===== src/rtl/einstein_mem_pkg.sv =====
// rtl/einstein_mem_pkg.sv - shared types, region bases and address map for the Einstein SDRAM arbiter
package einstein_mem_pkg;

    localparam logic [22:0] RAM_BASE  = 23'h10000;
    localparam logic [22:0] ROMA_BASE = 23'h00000;
    localparam logic [22:0] ROMB_BASE = 23'h04000;

    typedef enum logic [1:0] {IDLE, ISSUE, WAIT, DONE} arb_state_t;
    typedef enum logic {SRC_IOCTL, SRC_CPU} src_t;

    // ROM regions only decode the low 16 KiB of the CPU address
    function automatic logic [22:0] cpu_map(input logic ram, input logic romb, input logic [15:0] a);
        if (ram)
            return RAM_BASE | {7'd0, a};
        else if (romb)
            return ROMB_BASE | {9'd0, a[13:0]};
        else
            return ROMA_BASE | {9'd0, a[13:0]};
    endfunction

endpackage


===== src/rtl/einstein_dl_fifo.sv =====
// rtl/einstein_dl_fifo.sv - small synchronous FIFO buffering ROM download writes
module einstein_dl_fifo #(
    parameter int DEPTH = 2,
    parameter int WIDTH = 23
) (
    input  logic             clk_sys,
    input  logic             reset_n,
    input  logic             push,
    input  logic             pop,
    input  logic [WIDTH-1:0] din,
    output logic [WIDTH-1:0] dout,
    output logic             full,
    output logic             empty
);

    localparam int AW = (DEPTH > 1) ? $clog2(DEPTH) : 1;

    logic [WIDTH-1:0] mem [DEPTH];
    logic [AW-1:0]    wr_ptr;
    logic [AW-1:0]    rd_ptr;
    logic [AW:0]      count;
    logic             do_push;
    logic             do_pop;

    assign full    = (count == (AW+1)'(DEPTH));
    assign empty   = (count == '0);
    assign do_pop  = pop && !empty;
    // a pop in the same cycle frees the slot, so a push on a full FIFO is still taken
    assign do_push = push && (!full || do_pop);
    assign dout    = mem[rd_ptr];

    always_ff @(posedge clk_sys) begin
        if (do_push)
            mem[wr_ptr] <= din;
    end

    always_ff @(posedge clk_sys or negedge reset_n) begin
        if (!reset_n) begin
            wr_ptr <= '0;
            rd_ptr <= '0;
            count  <= '0;
        end else begin
            if (do_push)
                wr_ptr <= wr_ptr + 1'b1;
            if (do_pop)
                rd_ptr <= rd_ptr + 1'b1;
            if (do_push && !do_pop)
                count <= count + 1'b1;
            else if (do_pop && !do_push)
                count <= count - 1'b1;
        end
    end

endmodule


===== src/rtl/einstein_mem_arb.sv =====
// rtl/einstein_mem_arb.sv - arbitrates ROM download writes and CPU strobes onto the byte-wide SDRAM controller
module einstein_mem_arb
    import einstein_mem_pkg::*;
#(
    parameter int DL_DEPTH = 2
) (
    input  logic        clk_sys,
    input  logic        reset_n,
    input  logic        ioctl_download,
    input  logic        ioctl_wr,
    input  logic [14:0] ioctl_addr,
    input  logic [7:0]  ioctl_dout,
    input  logic [15:0] cpu_addr,
    input  logic [7:0]  cpu_din,
    input  logic        ram_rd,
    input  logic        ram_wr,
    input  logic        roma_rd,
    input  logic        romb_rd,
    output logic [7:0]  cpu_dout,
    output logic        cpu_wait,
    output logic [22:0] sdram_addr,
    output logic [7:0]  sdram_din,
    output logic        sdram_rd,
    output logic        sdram_we,
    input  logic [7:0]  sdram_dout,
    input  logic        sdram_ready,
    output logic        dl_overflow
);

    arb_state_t  state;
    src_t        src;
    logic        seen_busy;
    logic        req_q;
    logic        cpu_pend;
    logic        cpu_we_q;
    logic [22:0] cpu_addr_q;
    logic [7:0]  cpu_din_q;

    logic        cpu_req;
    logic        cpu_edge;
    logic        fifo_pop;
    logic        fifo_full;
    logic        fifo_empty;
    logic [22:0] fifo_dout;

    assign cpu_req  = ram_rd | ram_wr | roma_rd | romb_rd;
    assign cpu_edge = cpu_req && !req_q;
    assign fifo_pop = (state == DONE) && (src == SRC_IOCTL);

    einstein_dl_fifo #(
        .DEPTH (DL_DEPTH),
        .WIDTH (23)
    ) u_dl_fifo (
        .clk_sys (clk_sys),
        .reset_n (reset_n),
        .push    (ioctl_wr),
        .pop     (fifo_pop),
        .din     ({ioctl_addr, ioctl_dout}),
        .dout    (fifo_dout),
        .full    (fifo_full),
        .empty   (fifo_empty)
    );

    always_ff @(posedge clk_sys or negedge reset_n) begin
        if (!reset_n) begin
            state       <= IDLE;
            src         <= SRC_IOCTL;
            seen_busy   <= 1'b0;
            req_q       <= 1'b0;
            cpu_pend    <= 1'b0;
            cpu_we_q    <= 1'b0;
            cpu_addr_q  <= '0;
            cpu_din_q   <= '0;
            cpu_dout    <= 8'hFF;
            cpu_wait    <= 1'b0;
            sdram_addr  <= '0;
            sdram_din   <= '0;
            sdram_rd    <= 1'b0;
            sdram_we    <= 1'b0;
            dl_overflow <= 1'b0;
        end else begin
            req_q    <= cpu_req;
            sdram_rd <= 1'b0;
            sdram_we <= 1'b0;
            if (ioctl_wr && fifo_full && !fifo_pop)
                dl_overflow <= 1'b1;
            if (cpu_pend)
                cpu_wait <= 1'b1;

            case (state)
                IDLE: begin
                    if (!fifo_empty) begin
                        src   <= SRC_IOCTL;
                        state <= ISSUE;
                    end else if (cpu_pend && !ioctl_download) begin
                        src   <= SRC_CPU;
                        state <= ISSUE;
                    end
                end
                ISSUE: begin
                    if (sdram_ready) begin
                        seen_busy <= 1'b0;
                        state     <= WAIT;
                        if (src == SRC_IOCTL) begin
                            sdram_addr <= {8'd0, fifo_dout[22:8]};
                            sdram_din  <= fifo_dout[7:0];
                            sdram_we   <= 1'b1;
                        end else begin
                            sdram_addr <= cpu_addr_q;
                            sdram_din  <= cpu_din_q;
                            sdram_we   <= cpu_we_q;
                            sdram_rd   <= !cpu_we_q;
                        end
                    end
                end
                WAIT: begin
                    // ready must drop first so the done edge belongs to our command
                    if (!sdram_ready)
                        seen_busy <= 1'b1;
                    else if (seen_busy) begin
                        state <= DONE;
                        if (src == SRC_CPU && !cpu_we_q)
                            cpu_dout <= sdram_dout;
                    end
                end
                DONE: begin
                    state <= IDLE;
                    if (src == SRC_CPU) begin
                        cpu_pend <= 1'b0;
                        cpu_wait <= 1'b0;
                    end
                end
                default: state <= IDLE;
            endcase

            if (cpu_edge && (!cpu_pend || (state == DONE && src == SRC_CPU))) begin
                cpu_pend   <= 1'b1;
                cpu_we_q   <= ram_wr;
                cpu_addr_q <= cpu_map(ram_rd | ram_wr, romb_rd, cpu_addr);
                cpu_din_q  <= cpu_din;
            end
        end
    end

endmodule


===== config.mk =====
export PLATFORM = sky130hd
export DESIGN_NAME = einstein_mem_arb
export DESIGN_NICKNAME = d
export VERILOG_FILES = /design/src/rtl/einstein_mem_pkg.sv /design/src/rtl/einstein_dl_fifo.sv /design/src/rtl/einstein_mem_arb.sv
export SDC_FILE = /design/constraint.sdc
export NUM_CORES = 1
export LEC_CHECK = 0
export CORE_MARGIN = 2
export CORE_UTILIZATION = 35
export DETAILED_ROUTE_END_ITERATION = 7
export MAX_ROUTING_LAYER = met4
export PLACE_DENSITY_LB_ADDON = 0.08
export SYNTH_ARGS = -nofsm -noshare
export SYNTH_HDL_FRONTEND = slang
export SYNTH_SLANG_ARGS = --single-unit

===== constraint.sdc =====
create_clock -name clk_sys -period 6.64 [get_ports clk_sys]
set_input_delay 0.664 -clock clk_sys [delete_from_list [all_inputs] [get_ports clk_sys]]
set_output_delay 0.664 -clock clk_sys [all_outputs]
set_load 0.03 [all_outputs]

==> key figures, run 1 <==
Status
  • Status: complete, no violations

Cells and area
  • Ratio of cells with drive above 1 in the final layout: 16.0%
  • Final Util: 49.4%
  • Non-filler cells in the finished layout: 651
  • Area grow syn2layout: 36.2%
  • Finished layout cell area: 6590 um2
  • Ant diodes: 0
  • NumNets Final: 531

Logic synthesis
  • Synth async-reset ratio: 61.3%
  • Register bit total from synthesis: 119
  • Post-Synthesis Cells: 359
  • Main synth FF type: dfrtp_1
  • Post-Syn Area: 4840 um2
  • Synth cell count leaders: 65 x dfrtp_1, 46 x edfxtp_1, 36 x o21ai_0
  • Biggest area consumer among synthesized cells: dfrtp_1
  • Post-synth EDFFs: 46
  • Syn. warnings: 0
  • Register area share after synthesis: 66.5%
  • Top cell type's share of synthesized area: 33.6%
  • Most common cell in the netlist: dfrtp_1
  • Top cells by area, synth: dfrtp_1 34%, edfxtp_1 29%, mux2_4 5.3%
  • Unique masters post-synth: 34
  • Post-Syn Area per Cell: 13.5 um2

STA
  • RSZ-0062 raised after global routing: no
  • Slack of the critical path: 4010 ps
  • Minimum clock period: 2630 ps
  • Worst Tran Pin Value: 953 ps
  • Setup TNS: 0 ps
  • Slew Limit Fails: 0
  • Final period util: 39.6%
  • Max Fclk: 380 MHz
  • Worst hold-check slack: 382 ps
  • Relative slew slack: 36.5%
  • Number of setup violations in the final report: 0
  • Hold Fails Final Rpt: 0
  • Clock skew: 8.03 ps

CTS
  • CTS Hold Bufs: 0
  • # H-tree levels: 4
  • CTS Buf Count: 17
  • Sink Count: 119
  • Clock buffer depth: 2
  • CTS tree: done
  • Insertion delay to the later sink of the worst-skew pair: 420 ps
  • Post-CTS setup buffers: 0
  • Worst-path clk slew: 50 ps
  • Clk root buf: clkbuf_16
  • Quantity of gates resized following cts: 0

Drt
  • Routed Antenna Nets: 0
  • WL per Instance: 15.6 um
  • Vias per cell: 4.55
  • Drt drc: 0
  • 1st-pass router iterations: 4
  • Total number of vias: 2963
  • Total routed wirelength: 10200 um
  • DR iter-0 viols: 132

Placed design
  • Routability cong.: 0.724
  • DP Cell Count: 619
  • Area after DPL: 5970 um2
  • Final HPWL DP: 6590 um
  • Dpl ws: 3950 ps
  • Number of port buffers: 100

Critical path
  • Worst setup SP type: flip-flop
  • Critical path peak fanout: 52
  • Crit path kind: flip-flop to flip-flop
  • Setup crit end kind: flip-flop
  • WP data arrival: 2930 ps
  • Critical Path RT: 6940 ps

Hold path
  • Hold Path Class: input pin to asynchronous set/reset pin

Pwr
  • Tot Pwr: 3.21 mW
  • Worst IR Drop VDD: 0.204 mV
  • P per Cell Area: 487 nW/um2
  • Pleak: 2.69 nW

Global route
  • GRT overflow: 0
  • GRT Util Overall: 15.4%
  • Vias in the first global route: 3144
  • Initial antenna violation count: 0
  • Largest net degree at the start of global routing: 74
  • Global-route wire length before repair: 16200 um

Floorplan
  • Die W: 122 um
  • Die area: 14800 um2
  • Cell Rows: 42
  • Core area: 13300 um2
  • I/O pins: 107
  • Die Y: 122 um
  • Initial Util: 36.3%

Job
  • Max Cap Viol: 0
[layout make-up]
type / count / area (um2)
clock buffer: 21 / 450
clock inverter: 11 / 178
fill: 1191 / 6750
inverter: 9 / 33.8
multi-input combinational: 214 / 1490
sequential: 119 / 3220
tap: 176 / 220
timing repair buffer: 101 / 1010
[layout by cell type, fill, tap and decap left out, types with 3 or more instances in the layout]
cell,Yosys,layout
nor2_1,29,28
mux2i_1,24,24
nor2b_1,4,4
inv_1,9,9
ha_1,5,5
mux2_4,17,17
conb_1,1,6
bufinv_16,0,5
a21oi_1,25,25
xnor2_1,3,3
nand2_1,33,32
edfxtp_1,46,46
clkinv_2,0,4
clkbuf_16,0,17
o21ai_0,36,36
clkdlybuf4s50_1,0,99
dfrtp_1,65,63
mux2_2,14,14
clkbuf_1,8,3
dfstp_2,8,8
[cells by family (layout without fill, tap and decap cells)]
| kind of cell | Yosys count | after routing | share of synthesized area [%] |
|---|---|---|---|
| AO/OA/AOI/OAI | 68 | 68 | 7.32 |
| buffers and inverters | 31 | 142 | 3.41 |
| flip-flops | 119 | 119 | 66.5 |
| adder cells (fa/ha/maj) | 5 | 5 | 1.29 |
| XOR/XNOR | 5 | 5 | 0.905 |
| other | 1 | 6 | 0.0775 |
| multiplexers | 55 | 55 | 13.5 |
| AND/OR/NAND/NOR | 75 | 75 | 7.01 |
[state kept, by name, indices dropped and copies added, names as in the netlist, 2 cells and up]
name             flops
u_dl_fifo.count      2
state                2
sdram_addr          17
sdram_din            8
u_dl_fifo.mem       46
cpu_din_q            8
cpu_addr_q          17
cpu_dout             8
[critical path, stage by stage (launching register included)]
cell,delay [ps]
dfrtp_2,950
nand2_2,160
a21o_1,260
nor2_4,710
mux2_2,410
[final timing paths]
kind / depth (start not counted) / end / slack [ps] / from
worst min register to register: 1 / dl_overflow$_DFFE_PN0P_ / 460 / dl_overflow$_DFFE_PN0P_
worst min-delay path: 1 / seen_busy$_DFFE_PN0P_ / 380 / reset_n
worst max register to register: 4 / cpu_addr_q[4]$_DFFE_PN0P_ / 4010 / src$_DFFE_PN0P_
max in group asynchronous: 1 / u_dl_fifo.rd_ptr$_DFFE_PN0N_ / 5570 / reset_n
min in group clk_sys: 1 / dl_overflow$_DFFE_PN0P_ / 460 / dl_overflow$_DFFE_PN0P_
worst max-delay path: 4 / cpu_addr_q[4]$_DFFE_PN0P_ / 4010 / src$_DFFE_PN0P_
[power breakdown]
part	switching [mW]	leakage, nW	internal [mW]
combinational	0.500	1.09	0.462
sequential	0.205	1.29	1.06
clock	0.312	0.310	0.669
total	1.02	2.69	2.19
[routing by layer]
layer	vias up	routed length [um]	part of all wire, %	GRT usage (%)
met5	-	0	0	-
li1	1453	-	-	-
met4	0	160	1.6	6.47
met3	11	546	5.4	5.20
met1	1419	4640	46	19.0
met2	80	4840	48	23.1
Power figures use the tool's default switching activity.
==> run 2, diff against run 1 <==
==> constraint.sdc (replaced) <==
create_clock -name clk_sys -period 2.1 [get_ports clk_sys]
set_input_delay 0.21 -clock clk_sys [delete_from_list [all_inputs] [get_ports clk_sys]]
set_output_delay 0.21 -clock clk_sys [all_outputs]
set_load 0.03 [all_outputs]
==> run 2 against run 1 <==
Effect of this change: final cell count increased by 2.2%; clock skew decreased by 2.1 ps; design area increased by 2.0%; setup slack got worse by 3900 ps; first-iteration DRC count decreased by 16%; sequential share of layout area decreased by 0.95 points; power increased to 3.1 times the previous value; hold slack got worse by 78 ps; critical path type unchanged.
==> key figures, run 2 (synthesis gave the netlist of run 1 again) <==
STA
  • Number of setup violations in the final report: 0 (unchanged)
  • RSZ-0062 raised after global routing: no
  • Final period util: 92.5% (+53 points)
  • Minimum clock period: 1940 ps (-686 ps)
  • Clock skew: 5.95 ps (-2.08 ps)
  • Relative slew slack: 59.1% (+23 points)
  • Slack of the critical path: 157 ps (-3850 ps)
  • Worst Tran Pin Value: 612 ps (-341 ps)
  • Max Fclk: 515 MHz (+35%)
  • Slew Limit Fails: 0 (unchanged)
  • Hold Fails Final Rpt: 0 (unchanged)

Cells and area
  • Area grow syn2layout: 39.0%
  • Finished layout cell area: 6730 um2 (+2.0%)
  • Most frequent cells in the layout: 99 x clkdlybuf4s50_1, 63 x dfrtp_1, 46 x edfxtp_1, 36 x o21ai_0, 32 x nand2_1
  • Area occupied by multi-input gates: 1500 um2 (+0.76%)
  • NumNets Final: 545 (+2.6%)
  • Commonest non-fill, non-tap cell in the layout: clkdlybuf4s50_1
  • Non-filler cells in the finished layout: 665 (+2.2%)
  • Final Util: 50.4% (+0.98 points)
  • Reg area: 3220 um2 (unchanged)
  • Largest Register: u_dl_fifo.mem
  • Largest register FFs: 46 (unchanged)
  • Regs by FF count: u_dl_fifo.mem x46, cpu_addr_q x17, sdram_addr x17
  • Fillers: 1188 (-0.25%)
  • Ant diodes: 0 (unchanged)
  • Ratio of cells with drive above 1 in the final layout: 18.6% (+2.6 points)

Floorplan
  • Die W: 122 um (unchanged)
  • Initial Util: 36.3% (unchanged)
  • Cell Rows: 42 (unchanged)
  • I/O pins: 107 (unchanged)
  • Die Y: 122 um (unchanged)
  • Core area: 13300 um2 (unchanged)
  • Die area: 14800 um2 (unchanged)

Pwr
  • Tot Pwr: 10.0 mW (+210%)
  • P per Cell Area: 1490 nW/um2 (+210%)
  • Pleak: 2.76 nW (+2.5%)
  • Worst IR Drop VDD: 0.662 mV (+220%)

Critical path
  • Worst setup SP type: flip-flop
  • Critical Path RT: 2390 ps (-4550 ps)
  • Setup crit end kind: flip-flop
  • WP data arrival: 2230 ps (-700 ps)
  • Crit path kind: flip-flop to flip-flop
  • Crit-path slowest cell: nor2_4
  • Critical path cell sequence: ha_1 > nand2_2 > a21o_1 > nor2_4 > mux2_2
  • Worst path max stage delay: 530 ps (-420 ps)
  • Critical path peak fanout: 13 (-75%)

CTS
  • CTS Buf Count: 17 (unchanged)
  • Clock buffer depth: 2 (unchanged)
  • Sink Count: 119 (unchanged)
  • CTS tree: done
  • Post-CTS setup buffers: 0 (unchanged)
  • Clk root buf: clkbuf_16
  • Insertion delay to the later sink of the worst-skew pair: 410 ps (about the same)
  • # H-tree levels: 4 (unchanged)
  • Worst-path clk slew: 50 ps (about the same)

Placed design
  • Dpl ws: -127 ps (-4080 ps)
  • Final HPWL DP: 6840 um (+3.8%)
  • DP Cell Count: 631 (+1.9%)
  • Area after DPL: 6120 um2 (+2.6%)
  • Number of port buffers: 100 (unchanged)
  • Routability cong.: 0.764 (+5.5%)

Drt
  • Met1 wire length: 4800 um (+3.5%)
  • Top routing layer in use: met4
  • DR WL met3: 607 um (+11%)
  • Met2 Wirelength: 4950 um (+2.2%)
  • Routed Antenna Nets: 0 (unchanged)
  • Vias per cell: 4.53 (-0.45%)
  • DR iter-0 viols: 111 (-16%)
  • Total number of vias: 3013 (+1.7%)
  • Drt drc: 0 (unchanged)
  • Total routed wirelength: 10500 um (+2.8%)
  • WL per Instance: 15.8 um (+0.64%)
  • 1st-pass router iterations: 4 (unchanged)

Global route
  • Global-route wire length before repair: 16400 um (+1.7%)
  • GRT overflow: 0 (unchanged)
  • Largest net degree at the start of global routing: 41 (-45%)
  • Initial antenna violation count: 0 (unchanged)
  • Vias in the first global route: 3062 (-2.6%)
  • GRT Util Overall: 15.7% (+0.34 points)

Job
  • Max Cap Viol: 0 (unchanged)

Hold path
  • Hold Path Class: input pin to asynchronous set/reset pin

Status
  • Status: complete, no violations
-- run 2: per-stage QoR --
step	hold WS [ps]	setup TNS, ps
floorplan	-85.6	0
global route	339	0
finish	304	0
global placement	196	-1350
CTS	306	0
detailed placement	197	-1670
-- run 2: area by class of cell --
type                    count  area share [%]
flip-flops and latches    119            47.9
multi-input cells         215            22.3
repair buffers            114            17.4
clock buffers              26            8.22
well taps                 176            3.27
inverters                   9           0.502
clock inverters             6           0.484
-- run 2: metal layers --
| metal | vias to the layer above | global-route usage (%) |
|---|---|---|
| met5 | - | - |
| met4 | 0 | 5.60 |
| met3 | 8 | 5.43 |
| met2 | 84 | 23.5 |
| met1 | 1427 | 20.0 |
| li1 | 1494 | - |
-- run 2: what timing repair did --
action | 4_1_cts | 5_1_grt
hold endpoints to repair | 25 | 0
hold buffers | 1 | 0
setup endpoints to repair | 12 | 0
gates resized for setup | 1 | 0
-- run 2: final timing paths --
check,start,to,slack [ps],cells after the start
min reg2reg,dl_overflow$_DFFE_PN0P_,dl_overflow$_DFFE_PN0P_,460,1
max reg2reg,state[0]$_DFFE_PN0P_,cpu_addr_q[3]$_DFFE_PN0P_,160,5
max in group asynchronous,reset_n,sdram_din[2]$_DFFE_PN0P_,1190,3
min,reset_n,dl_overflow$_DFFE_PN0P_,300,2
min in group clk_sys,ioctl_dout[2],u_dl_fifo.mem[1][2]$_DFFE_PP_,380,1
max,state[0]$_DFFE_PN0P_,cpu_addr_q[3]$_DFFE_PN0P_,160,5
-- run 2: power by group --
part           internal (mW)  switching (mW)  total, mW  leakage, nW
Clock                   1.80           0.974       2.78        0.291
Sequential              3.36           0.439       3.80         1.29
Combinational           1.62            1.83       3.45         1.17
Total                   6.78            3.25       10.0         2.76
-- run 2: critical path, delay by kind of cell, from the launching register on --
kind,cells,cell delay (ps)
AOI/OAI and AO/OA,1,260
muxes,1,400
adders and majority gates,1,190
and+or+nand+nor,2,590
DFF,1,370
